## src/rtl/small_poly_encoder.sv

```systemverilog
// small_poly_encoder
//   Packs a stream of ternary coefficients {-1,0,+1} into Small-encoded bytes.
//   Each coefficient c becomes the 2-bit code c+1. Four codes go into one byte,
//   LSB-first, so coefficient 0 of a byte sits in bits [1:0]. One polynomial
//   of P coefficients produces ceil(P/4) bytes. Unused pairs in the final
//   partial byte read as zero.
//
//   Optional build macro: COEF_RANGE_CHECK_EN. When it is defined, an accepted
//   coefficient outside {0, 1, all-ones} sets the sticky err flag and is
//   encoded as zero. When it is not defined, err is tied low and the code is
//   formed from coef_in[1:0] alone.
//
//   Ports
//     clk, rst_n          rising-edge clock, asynchronous active-low reset
//     start               begins a polynomial; ignored unless idle
//     coef_in/valid/ready coefficient input stream
//     byte_out/valid/ready/last  packed byte output stream; last marks the
//                         byte that holds coefficient P-1
//     busy                high whenever a frame is in progress
//     done                one-cycle pulse after the final byte handshake
//     err                 sticky illegal-coefficient flag, cleared by start
//
//   Handshake semantics (both streams): a transfer happens on a rising edge
//   where valid and ready are both high. Once byte_valid is high, byte_out and
//   byte_last hold until that transfer. coef_ready is only high while packing
//   and the output register is empty or being emptied on the same edge.
module small_poly_encoder #(
  parameter int P  = 757,
  parameter int CW = 13
) (
  input  logic          clk,
  input  logic          rst_n,
  input  logic          start,
  input  logic [CW-1:0] coef_in,
  input  logic          coef_valid,
  output logic          coef_ready,
  output logic [7:0]    byte_out,
  output logic          byte_valid,
  input  logic          byte_ready,
  output logic          byte_last,
  output logic          busy,
  output logic          done,
  output logic          err
);

  localparam int NBYTES = (P + 3) / 4;
  localparam int CNT_W  = (P > 1) ? $clog2(P) : 1;
  localparam logic [CNT_W-1:0] LAST_IDX = CNT_W'(P - 1);

  typedef enum logic [1:0] {
    ST_IDLE  = 2'd0,
    ST_PACK  = 2'd1,
    ST_DRAIN = 2'd2
  } state_t;

  state_t           state_q, state_d;
  logic [CNT_W-1:0] coef_cnt_q, coef_cnt_d;
  logic [1:0]       slot_q, slot_d;
  logic [7:0]       acc_q, acc_d;
  logic [7:0]       byte_out_q, byte_out_d;
  logic             byte_valid_q, byte_valid_d;
  logic             byte_last_q, byte_last_d;
  logic             done_q, done_d;

  logic       coef_fire;
  logic       byte_fire;
  logic       last_coef;
  logic [1:0] code;
  logic [7:0] merged;

  assign coef_ready = (state_q == ST_PACK) && (!byte_valid_q || byte_ready);
  assign coef_fire  = coef_valid && coef_ready;
  assign byte_fire  = byte_valid_q && byte_ready;
  assign last_coef  = (coef_cnt_q == LAST_IDX);

`ifdef COEF_RANGE_CHECK_EN
  logic err_q, err_d;
  logic coef_legal;

  assign coef_legal = (coef_in == '0) || (coef_in == CW'(1)) || (coef_in == '1);
  // Illegal values are folded onto the zero code so the frame stays well formed.
  assign code = coef_legal ? (coef_in[1:0] + 2'b01) : 2'b01;
  assign err  = err_q;
`else
  logic unused_coef_hi;

  assign unused_coef_hi = ^coef_in[CW-1:2];
  assign code = coef_in[1:0] + 2'b01;
  assign err  = 1'b0;
`endif

  // Accumulated byte with the incoming code placed in its slot.
  assign merged = acc_q | ({6'b0, code} << {slot_q, 1'b0});

  always_comb begin
    state_d      = state_q;
    coef_cnt_d   = coef_cnt_q;
    slot_d       = slot_q;
    acc_d        = acc_q;
    byte_out_d   = byte_out_q;
    byte_valid_d = byte_valid_q;
    byte_last_d  = byte_last_q;
    done_d       = 1'b0;
`ifdef COEF_RANGE_CHECK_EN
    err_d        = err_q;
`endif

    // Output register empties on handshake; a load below overrides this.
    if (byte_fire) begin
      byte_valid_d = 1'b0;
      byte_last_d  = 1'b0;
    end

    case (state_q)
      ST_IDLE: begin
        if (start) begin
          state_d    = ST_PACK;
          coef_cnt_d = '0;
          slot_d     = 2'd0;
          acc_d      = 8'h00;
`ifdef COEF_RANGE_CHECK_EN
          err_d      = 1'b0;
`endif
        end
      end
      ST_PACK: begin
        if (coef_fire) begin
`ifdef COEF_RANGE_CHECK_EN
          if (!coef_legal) err_d = 1'b1;
`endif
          coef_cnt_d = coef_cnt_q + CNT_W'(1);
          if ((slot_q == 2'd3) || last_coef) begin
            // Byte complete (or polynomial ends mid-byte): move it out.
            byte_out_d   = merged;
            byte_valid_d = 1'b1;
            byte_last_d  = last_coef;
            acc_d        = 8'h00;
            slot_d       = 2'd0;
          end else begin
            acc_d  = merged;
            slot_d = slot_q + 2'd1;
          end
          if (last_coef) state_d = ST_DRAIN;
        end
      end
      ST_DRAIN: begin
        if (byte_fire && byte_last_q) begin
          state_d = ST_IDLE;
          done_d  = 1'b1;
        end
      end
      default: state_d = ST_IDLE;
    endcase
  end

  always_ff @(posedge clk or negedge rst_n) begin
    if (!rst_n) begin
      state_q      <= ST_IDLE;
      coef_cnt_q   <= '0;
      slot_q       <= 2'd0;
      acc_q        <= 8'h00;
      byte_out_q   <= 8'h00;
      byte_valid_q <= 1'b0;
      byte_last_q  <= 1'b0;
      done_q       <= 1'b0;
    end else begin
      state_q      <= state_d;
      coef_cnt_q   <= coef_cnt_d;
      slot_q       <= slot_d;
      acc_q        <= acc_d;
      byte_out_q   <= byte_out_d;
      byte_valid_q <= byte_valid_d;
      byte_last_q  <= byte_last_d;
      done_q       <= done_d;
    end
  end

`ifdef COEF_RANGE_CHECK_EN
  always_ff @(posedge clk or negedge rst_n) begin
    if (!rst_n) err_q <= 1'b0;
    else        err_q <= err_d;
  end
`endif

  assign byte_out   = byte_out_q;
  assign byte_valid = byte_valid_q;
  assign byte_last  = byte_last_q;
  assign done       = done_q;
  assign busy       = (state_q != ST_IDLE);

  // Frame length sanity for anyone reading the parameters.
  if (NBYTES < 1) begin : g_bad_p
    $error("small_poly_encoder needs P >= 1");
  end

endmodule

```

## config.mk

```make
export PLATFORM = sky130hd
export DESIGN_NAME = small_poly_encoder
export DESIGN_NICKNAME = d
export VERILOG_FILES = /design/src/rtl/small_poly_encoder.sv
export SDC_FILE = /design/constraint.sdc
export NUM_CORES = 1
export LEC_CHECK = 0
export ABC_CLOCK_PERIOD_IN_PS = 3770
export BUFFER_PORTS_ARGS = -buffer_cell sky130_fd_sc_hd__buf_4
export CAP_MARGIN = 5
export CORE_MARGIN = 3
export CORE_UTILIZATION = 43
export CTS_CLUSTER_DIAMETER = 120
export DETAILED_ROUTE_END_ITERATION = 8
export SETUP_SLACK_MARGIN = 0.15
export SLEW_MARGIN = 40
export SYNTH_ARGS = -nofsm -noshare
export SYNTH_HDL_FRONTEND = slang
export SYNTH_SLANG_ARGS = --single-unit
```

## constraint.sdc

```tcl
create_clock -name clk -period 3.77 [get_ports clk]
set_input_delay 0.1885 -clock clk [delete_from_list [all_inputs] [get_ports clk]]
set_output_delay 0.1885 -clock clk [all_outputs]
set_load 0.01 [all_outputs]
```

Word level (Yosys, flattened, before mapping) --
Index checks and enable logic that the tools add are counted.
Word-level totals: register bits 33, output and inout port bits 14, input bits 18, word-level logic and storage cells 60
Cells by class: shifts and indexed selects 1, add/sub/neg operators 3, reductions and logical operators 13, bitwise operators 1, mux-type cells 26, equality and inequality tests 8
Operators by type and width (count):
- 8-bit 2-to-1 mux | 3
- 10-bit 2-to-1 mux | 2
- 10-bit one-hot mux with 2 select lines | 1
- 8-bit one-hot mux with 2 select lines | 1
- 2-bit 2-to-1 mux | 7
- 10-bit by 1-bit adder with 10-bit output (second input constant) | 1
- 10-bit equality test (second input constant) | 1
- 1-bit 2-to-1 mux | 10
- 2-bit inequality test (second input constant) | 4
- 8-bit OR | 1
- 2-bit by 3-bit << shifter with 8-bit output | 1
- 2-bit one-hot mux with 3 select lines | 1
- 3-bit AND reduction | 2
- 2-bit by 1-bit adder with 2-bit output (second input constant) | 2
- 2-bit equality test (second input constant) | 2
- 1-bit logical AND | 4
- 2-bit one-hot mux with 2 select lines | 1
- 4-bit AND reduction | 1
- 2-bit nonzero test | 2
- 2-bit by 1-bit equality test with 1-bit output (second input constant) | 1
- 2-bit logical NOT | 1
- 1-bit logical OR | 2
- 1-bit logical NOT | 1

Depth between registers and ports, before layout --
Gate-level depths: netlist of run 1.
depth in word-level cells 6, mapped depth 7

Worst setup path after synthesis of run 1 --
Ideal clock, no wire load.
path kind flip-flop to flip-flop, start register coef_cnt_q[0], end register acc_q[6], path slack 2.378 ns, clock period less this slack 1.392 ns, path buffers 1, data arrival time 1.316 ns, cell stages (with the launch flop) 8, cells stage by stage dfrtp_1 inv_1 ha_1 nand3b_1 nor3_1 or3_1 buf_2 o21ai_1
Between the ends: longest elaborated chain between the ends 5
Ends and longest elaborated chain:
- from (decl) | line 57 | logic [CNT_W-1:0] coef_cnt_q, coef_cnt_d;
- from (signal assigned) | line 168 | coef_cnt_q <= coef_cnt_d;
- 10-bit equality test | line 74 | assign last_coef = (coef_cnt_q == LAST_IDX);
- 1-bit logical OR | line 132 | if ((slot_q == 2'd3) || last_coef) begin
- 8-bit 2-to-1 mux | line 132
- 8-bit 2-to-1 mux | line 127 | if (coef_fire) begin
- 8-bit one-hot mux with 2 select lines | line 114 | case (state_q)
- to (signal assigned) | line 161 | acc_q <= 8'h00;
- to (signal assigned) | line 170 | acc_q <= acc_d;
- to (decl) | line 59 | logic [7:0] acc_q, acc_d;
No other way between the ends. The select of a mux whose other input is x is not followed. A chain may end at the register's enable or synchronous reset.

Worst setup path after layout of run 1 --
start register state_q[1], end register byte_out_q[1] (netlist: byte_out[1])
Between the ends: longest elaborated chain between the ends 4
Ends and longest elaborated chain:
- from (decl) | line 56 | state_t state_q, state_d;
- from (signal assigned) | line 167 | state_q <= state_d;
- 2-bit by 1-bit equality test with 1-bit output * | line 71, 114
- 1-bit logical AND | line 71 | assign coef_ready = (state_q == ST_PACK) && (!byte_valid_q || byte_ready);
- 1-bit logical AND | line 72 | assign coef_fire = coef_valid && coef_ready;
- 3-bit AND reduction (no source line) *
- to (signal assigned) | line 171 | byte_out_q <= byte_out_d;
- to (decl) | line 60 | logic [7:0] byte_out_q, byte_out_d;
Mark *: on every way between the ends. The rest lies on a longest branch, timed or not.

==> results of run 1 <==
worst max-delay path: cells and delay by family (launching register included):
kind,cells,cell delay [ns]
muxes,1,0.24
buffers and inverters,1,0.19
and+or+nand+nor,1,0.30
AOI/OAI and AO/OA,1,0.48
DFF,1,0.62
metal layers:
metal,vias to the layer above,global-route usage,share of wire
li1,630,-,-
met1,639,0.201,0.44
met2,25,0.276,0.51
met3,5,0.0542,0.039
met4,0,0.0596,0.015
met5,-,0,0
registers in the layout, indices dropped and copies added (netlist names):
| name | count |
|---|---|
| acc_q | 8 |
| byte_out | 8 |
| state_q | 2 |
| byte_last | 1 |
| done | 1 |
| coef_cnt_q | 10 |
| byte_valid | 1 |
| slot_q | 2 |
synth_stat cells, drive strengths merged:
cell / instances / area share
dfrtp: 33 / 0.50
o21ai: 22 / 0.066
a21oi: 17 / 0.051
inv: 16 / 0.036
nand2: 12 / 0.027
mux2i: 9 / 0.054
buf: 6 / 0.030
o31ai: 5 / 0.023
or4: 5 / 0.023
nand3: 4 / 0.012
nor2b: 4 / 0.021
a31oi: 3 / 0.020
clkbuf: 3 / 0.0068
ha: 3 / 0.023
nand4: 3 / 0.011
nor3: 3 / 0.0090
or3: 3 / 0.011
and2: 2 / 0.0075
and3: 2 / 0.0075
nand2b: 2 / 0.012
nand3b: 2 / 0.0090
nor2: 2 / 0.0045
a221o: 1 / 0.0060
and4: 1 / 0.0053
conb: 1 / 0.0023
nor4: 1 / 0.0075
o211a: 1 / 0.0060
o21a: 1 / 0.0045
or2: 1 / 0.0038
xor2: 1 / 0.0053
metrics by stage:
stage                     hold WS (ns)  std cells  setup slack (ns)
after global routing             0.167        234              1.70
after floorplan                 -0.107        169              2.38
after global placement           0.153        225              1.90
after detailed placement         0.165        225              1.85
final                            0.160        234              1.85
after CTS                        0.159        234              1.85
worst paths after layout:
check | start | endpoint | depth (start not counted)
worst max-delay path | state_q[1] | byte_out[1] | 4
worst min-delay path | start | state_q[0] | 2
worst max register to register | state_q[1] | byte_out[1] | 4
worst min register to register | acc_q[2] | acc_q[2] | 2
max in group asynchronous | rst_n | byte_out[1] | 2
min in group asynchronous | rst_n | state_q[1] | 2
area by class of cell:
| class | instances | area [um^2] | share of cell area |
|---|---|---|---|
| Tap cell | 46 | 57.6 | 0.0304 |
| Multi-Input combinational cell | 111 | 719 | 0.380 |
| Clock buffer | 8 | 80.1 | 0.0422 |
| Inverter | 16 | 60.1 | 0.0317 |
| Sequential cell | 33 | 826 | 0.436 |
| Timing Repair Buffer | 20 | 153 | 0.0805 |
power by group:
part | switching (mW) | internal [mW]
registers | 0.103 | 0.473
clock network | 0.123 | 0.131
logic | 0.206 | 0.186
total | 0.432 | 0.790
logic make-up (layout without fill, tap and decap cells):
logic type | Yosys count | in the layout | share of synthesized area
XOR/XNOR | 1 | 1 | 0.00526
other | 1 | 1 | 0.00225
AO/OA/AOI/OAI | 50 | 50 | 0.176
AND/OR/NAND/NOR | 47 | 47 | 0.171
flip-flops | 33 | 33 | 0.495
adder cells (fa/ha/maj) | 3 | 3 | 0.0225
multiplexers | 9 | 9 | 0.0541
buffers and inverters | 25 | 44 | 0.0728
==> metrics.txt, run 1 <==
status=completed; CTS tree=yes; Port-buffer cells=19; wire length per cell=14.7 um; antenna-violating nets left=0; Mapped Area=1670 um^2; core area=3520 um^2; Netlist cell types=38; TNS Setup=0 ns; gate count of the mapped netlist=169; chip width=68.3 um; register area share after synthesis=0.495; Ports=32; most frequent cells in the layout=33 x dfrtp_1, 19 x buf_4, 17 x a21oi_1; headroom to the max-slew limit=0.546; Longest Clk Path Bufs=2; Initial DRC Count=83; DP Area=1810 um^2; diode count=0; chip height=68.3 um; clk sinks=33; most common cell after layout, fill and taps aside=dfrtp_1; CTS root buffer=clkbuf_8; required time of the critical path=3.97 ns; Initial Util=0.473; Post-DP HPWL=2310 um; largest net degree at the start of global routing=34; initial antenna violation count=0; clk_lat worst skew=0.29 ns; VDD IR max=0.000349 V; fin crit share=0.510; layout cells sized above 1=0.165; crit end category=flop; total wire length=3450 um; f_max=0.520 GHz; Fin Clk Skew=0.00730 ns; GP Congestion=0.743; Final setup viols=0; Reg clk slew, reported paths=0.07 ns; Worst setup SP type=flop; DR vias=1299; WP data arrival=2.13 ns; register bit total from synthesis=33; Power Dens Cells=645 nW/um^2; crit-path max FO=20; CP max-delay cell=dfrtp_1; Hold WC Path Type=input port to flop; Residual DRC=0; post-layout net count=208; first-pass GRT wire length=5660 um; worst slew pin tran=0.681 ns; synthesized net count=190; total global-route track usage=0.166; Worst R2R Setup Slack=1.85 ns; Final Hold Violating Endpoints=0; CTS resizes=0; gr ovfl total=0; die area=4660 um^2; Total Power=1.22 mW; Core Util, Final=0.538; Crit Path Category=flop to flop; Leak Pwr=0.828 nW; max-slew violation count=0; clock period minus worst slack=1.92 ns; Synth warnings=0; Cell Rows=21; DR pass1 iterations=4; CTS buffer count=5; setup repair after global routing missed its margin=false; Hold-fix buffers, CTS=1; vias per cell=5.55; Final Cell Area=1900 um^2; vias in the first global route=1207; filler cell count=315; postcts setup bufs=0; # Max-Cap Violations=0; synth-to-layout area growth=13.7%; critical-path cell list=inv_2 -> and4_1 -> o21a_1 -> mux2i_1; CTS H-Tree Depth=2; Largest stage delay, worst path=0.62 ns; Post-Syn Area per Cell=9.86 um^2
Power figures use the tool's default switching activity.
==> run 2, diff against run 1 <==
--- a/config.mk
+++ b/config.mk
@@ -5,7 +5,7 @@
 export SDC_FILE = /design/constraint.sdc
 export NUM_CORES = 1
 export LEC_CHECK = 0
-export ABC_CLOCK_PERIOD_IN_PS = 3770
+export ABC_CLOCK_PERIOD_IN_PS = 1800
 export BUFFER_PORTS_ARGS = -buffer_cell sky130_fd_sc_hd__buf_4
 export CAP_MARGIN = 5
 export CORE_MARGIN = 3
==> constraint.sdc (replaced) <==
create_clock -name clk -period 1.8 [get_ports clk]
set_input_delay 0.09 -clock clk [delete_from_list [all_inputs] [get_ports clk]]
set_output_delay 0.09 -clock clk [all_outputs]
set_load 0.01 [all_outputs]
==> metrics.txt, run 2 (synthesized netlist as in run 1, its figures left out) <==
status=completed; wire length per cell=15.7 um; Ports=32; Routed met3 length=146 um; Longest Clk Path Bufs=2; GP Congestion=0.720; Crit Path Category=flop to flop; f_max=0.633 GHz; total global-route track usage=0.195; antenna-violating nets left=0; DP Area=1830 um^2; setup repair after global routing missed its margin=false; placed cells=227; power share of the clock group=0.251; synth-to-layout area growth=23.2%; Worst R2R Setup Slack=0.22 ns; chip height=68.3 um; WP data arrival=1.78 ns; core area=3520 um^2; filler cell count=309; worst reg2reg path depth=7; clk_lat worst skew=0.28 ns; Final Hold Violating Endpoints=0; clock period minus worst slack=1.58 ns; vias per cell=5.50; Fin Hold WS=0.0738 ns; R2R Path End=byte_out[3]; CTS buffer count=5; Finished Layout Cells=243; gr ovfl total=0; CTS tree=yes; initial antenna violation count=0; crit end category=flop; CTS root buffer=clkbuf_8; total wire length=3810 um; most common cell after layout, fill and taps aside=dfrtp_1; Switching Share=0.336; diode count=0; CTS H-Tree Depth=2; die area=4660 um^2; crit-path max FO=8; Final Cell Area=2050 um^2; Post-DP HPWL=2430 um; Residual DRC=0; DR pass1 iterations=4; multi-input combinational cell area=764 um^2; layout cells sized above 1=0.244; vias in the first global route=1384; Worst Setup SP=coef_cnt_q[0]; Top reg by flops=coef_cnt_q; Power Dens Cells=1390 nW/um^2; Initial DRC Count=106; fin crit share=0.878; Fin Clk Skew=0.00459 ns; Cell Rows=21; post-layout net count=217; most frequent cells in the layout=30 x dfrtp_1, 26 x buf_4, 17 x a21oi_1; sequential cell area=830 um^2; Top Metal Used=met4; CP endpoint=byte_out[3]; # Max-Cap Violations=0; met2 WL=2030 um; first-pass GRT wire length=6540 um; Reg clk slew, reported paths=0.07 ns; Total Power=2.86 mW; P_sw=0.959 mW; Port-buffer cells=19; VDD IR max=0.000678 V; chip width=68.3 um; Leak Pwr=0.900 nW; TNS Setup=0 ns; DR vias=1337; Initial Util=0.473; Worst setup SP type=flop; Flop pwr share=0.425; max-slew violation count=0; Hold WC Path Type=input port to flop; Final setup viols=0; Logic pwr share=0.324; Cell Int Power=1.90 mW; clk sinks=33; required time of the critical path=2.00 ns; max reg flops=10; largest net degree at the start of global routing=34; reg-to-reg startpoint=coef_cnt_q[0]; M1 WL=1600 um
==> run 2: layout make-up <==
cell class	count	share of cell area
Clock inverter	1	0.0146
Tap cell	46	0.0280
Sequential cell	33	0.404
Multi-Input combinational cell	112	0.372
Timing Repair Buffer	28	0.110
Inverter	16	0.0293
Clock buffer	7	0.0420
==> run 2: per-layer routing <==
layer  global-route usage  vias up
met5                    0        -
met2                0.325       27
met4               0.0968        0
li1                     -      652
met3               0.0591        4
met1                0.226      654
==> run 2: how the worst min path moves through the flow <==
stage	start	to	slack, ns	cells past startpoint
global placement	rst_n	done	0.05	1
detailed placement	rst_n	state_q[1]	0.06	1
finish	start	state_q[0]	0.07	2
floorplan	rst_n	acc_q[0]	-0.21	0
global route	start	state_q[0]	0.07	2
CTS	start	state_q[0]	0.06	2
==> run 2: per-stage QoR <==
stage / utilization / setup slack, ns
3_5_place_dp: 0.521 / 0.133
5_1_grt: 0.583 / 0.113
4_1_cts: 0.565 / 0.175
2_1_floorplan: - / 0.408
6_report: 0.583 / 0.220
3_3_place_gp: 0.521 / 0.215
==> run 2: power groups by stage <==
stage               Clock [mW]  Sequential [mW]  Combinational, mW
floorplan                    0             1.22              0.516
global placement             0             1.20              0.826
detailed placement           0             1.23              0.850
CTS                      0.738             1.22              0.876
global route             0.774             1.26               1.04
finish                   0.716             1.21              0.925
==> run 2: timing repair <==
| item | in CTS | in global routing |
|---|---|---|
| gates resized for setup | 3 | 6 |
| hold buffers | 1 | 0 |
| setup buffers | 1 | 5 |
| gates cloned | 1 | 0 |
| endpoints found under the hold margin | 33 | 0 |
| endpoints found under the setup margin | 4 | 21 |
| pin swaps | 2 | 1 |
==> run 2: worst max-delay path, cell delays in order (launching register included) <==
cell	delay, ns
dfrtp_2	0.44
inv_1	0.07
ha_2	0.19
nand2_2	0.07
nor4_4	0.18
o21a_1	0.19
buf_12	0.14
mux2i_1	0.21
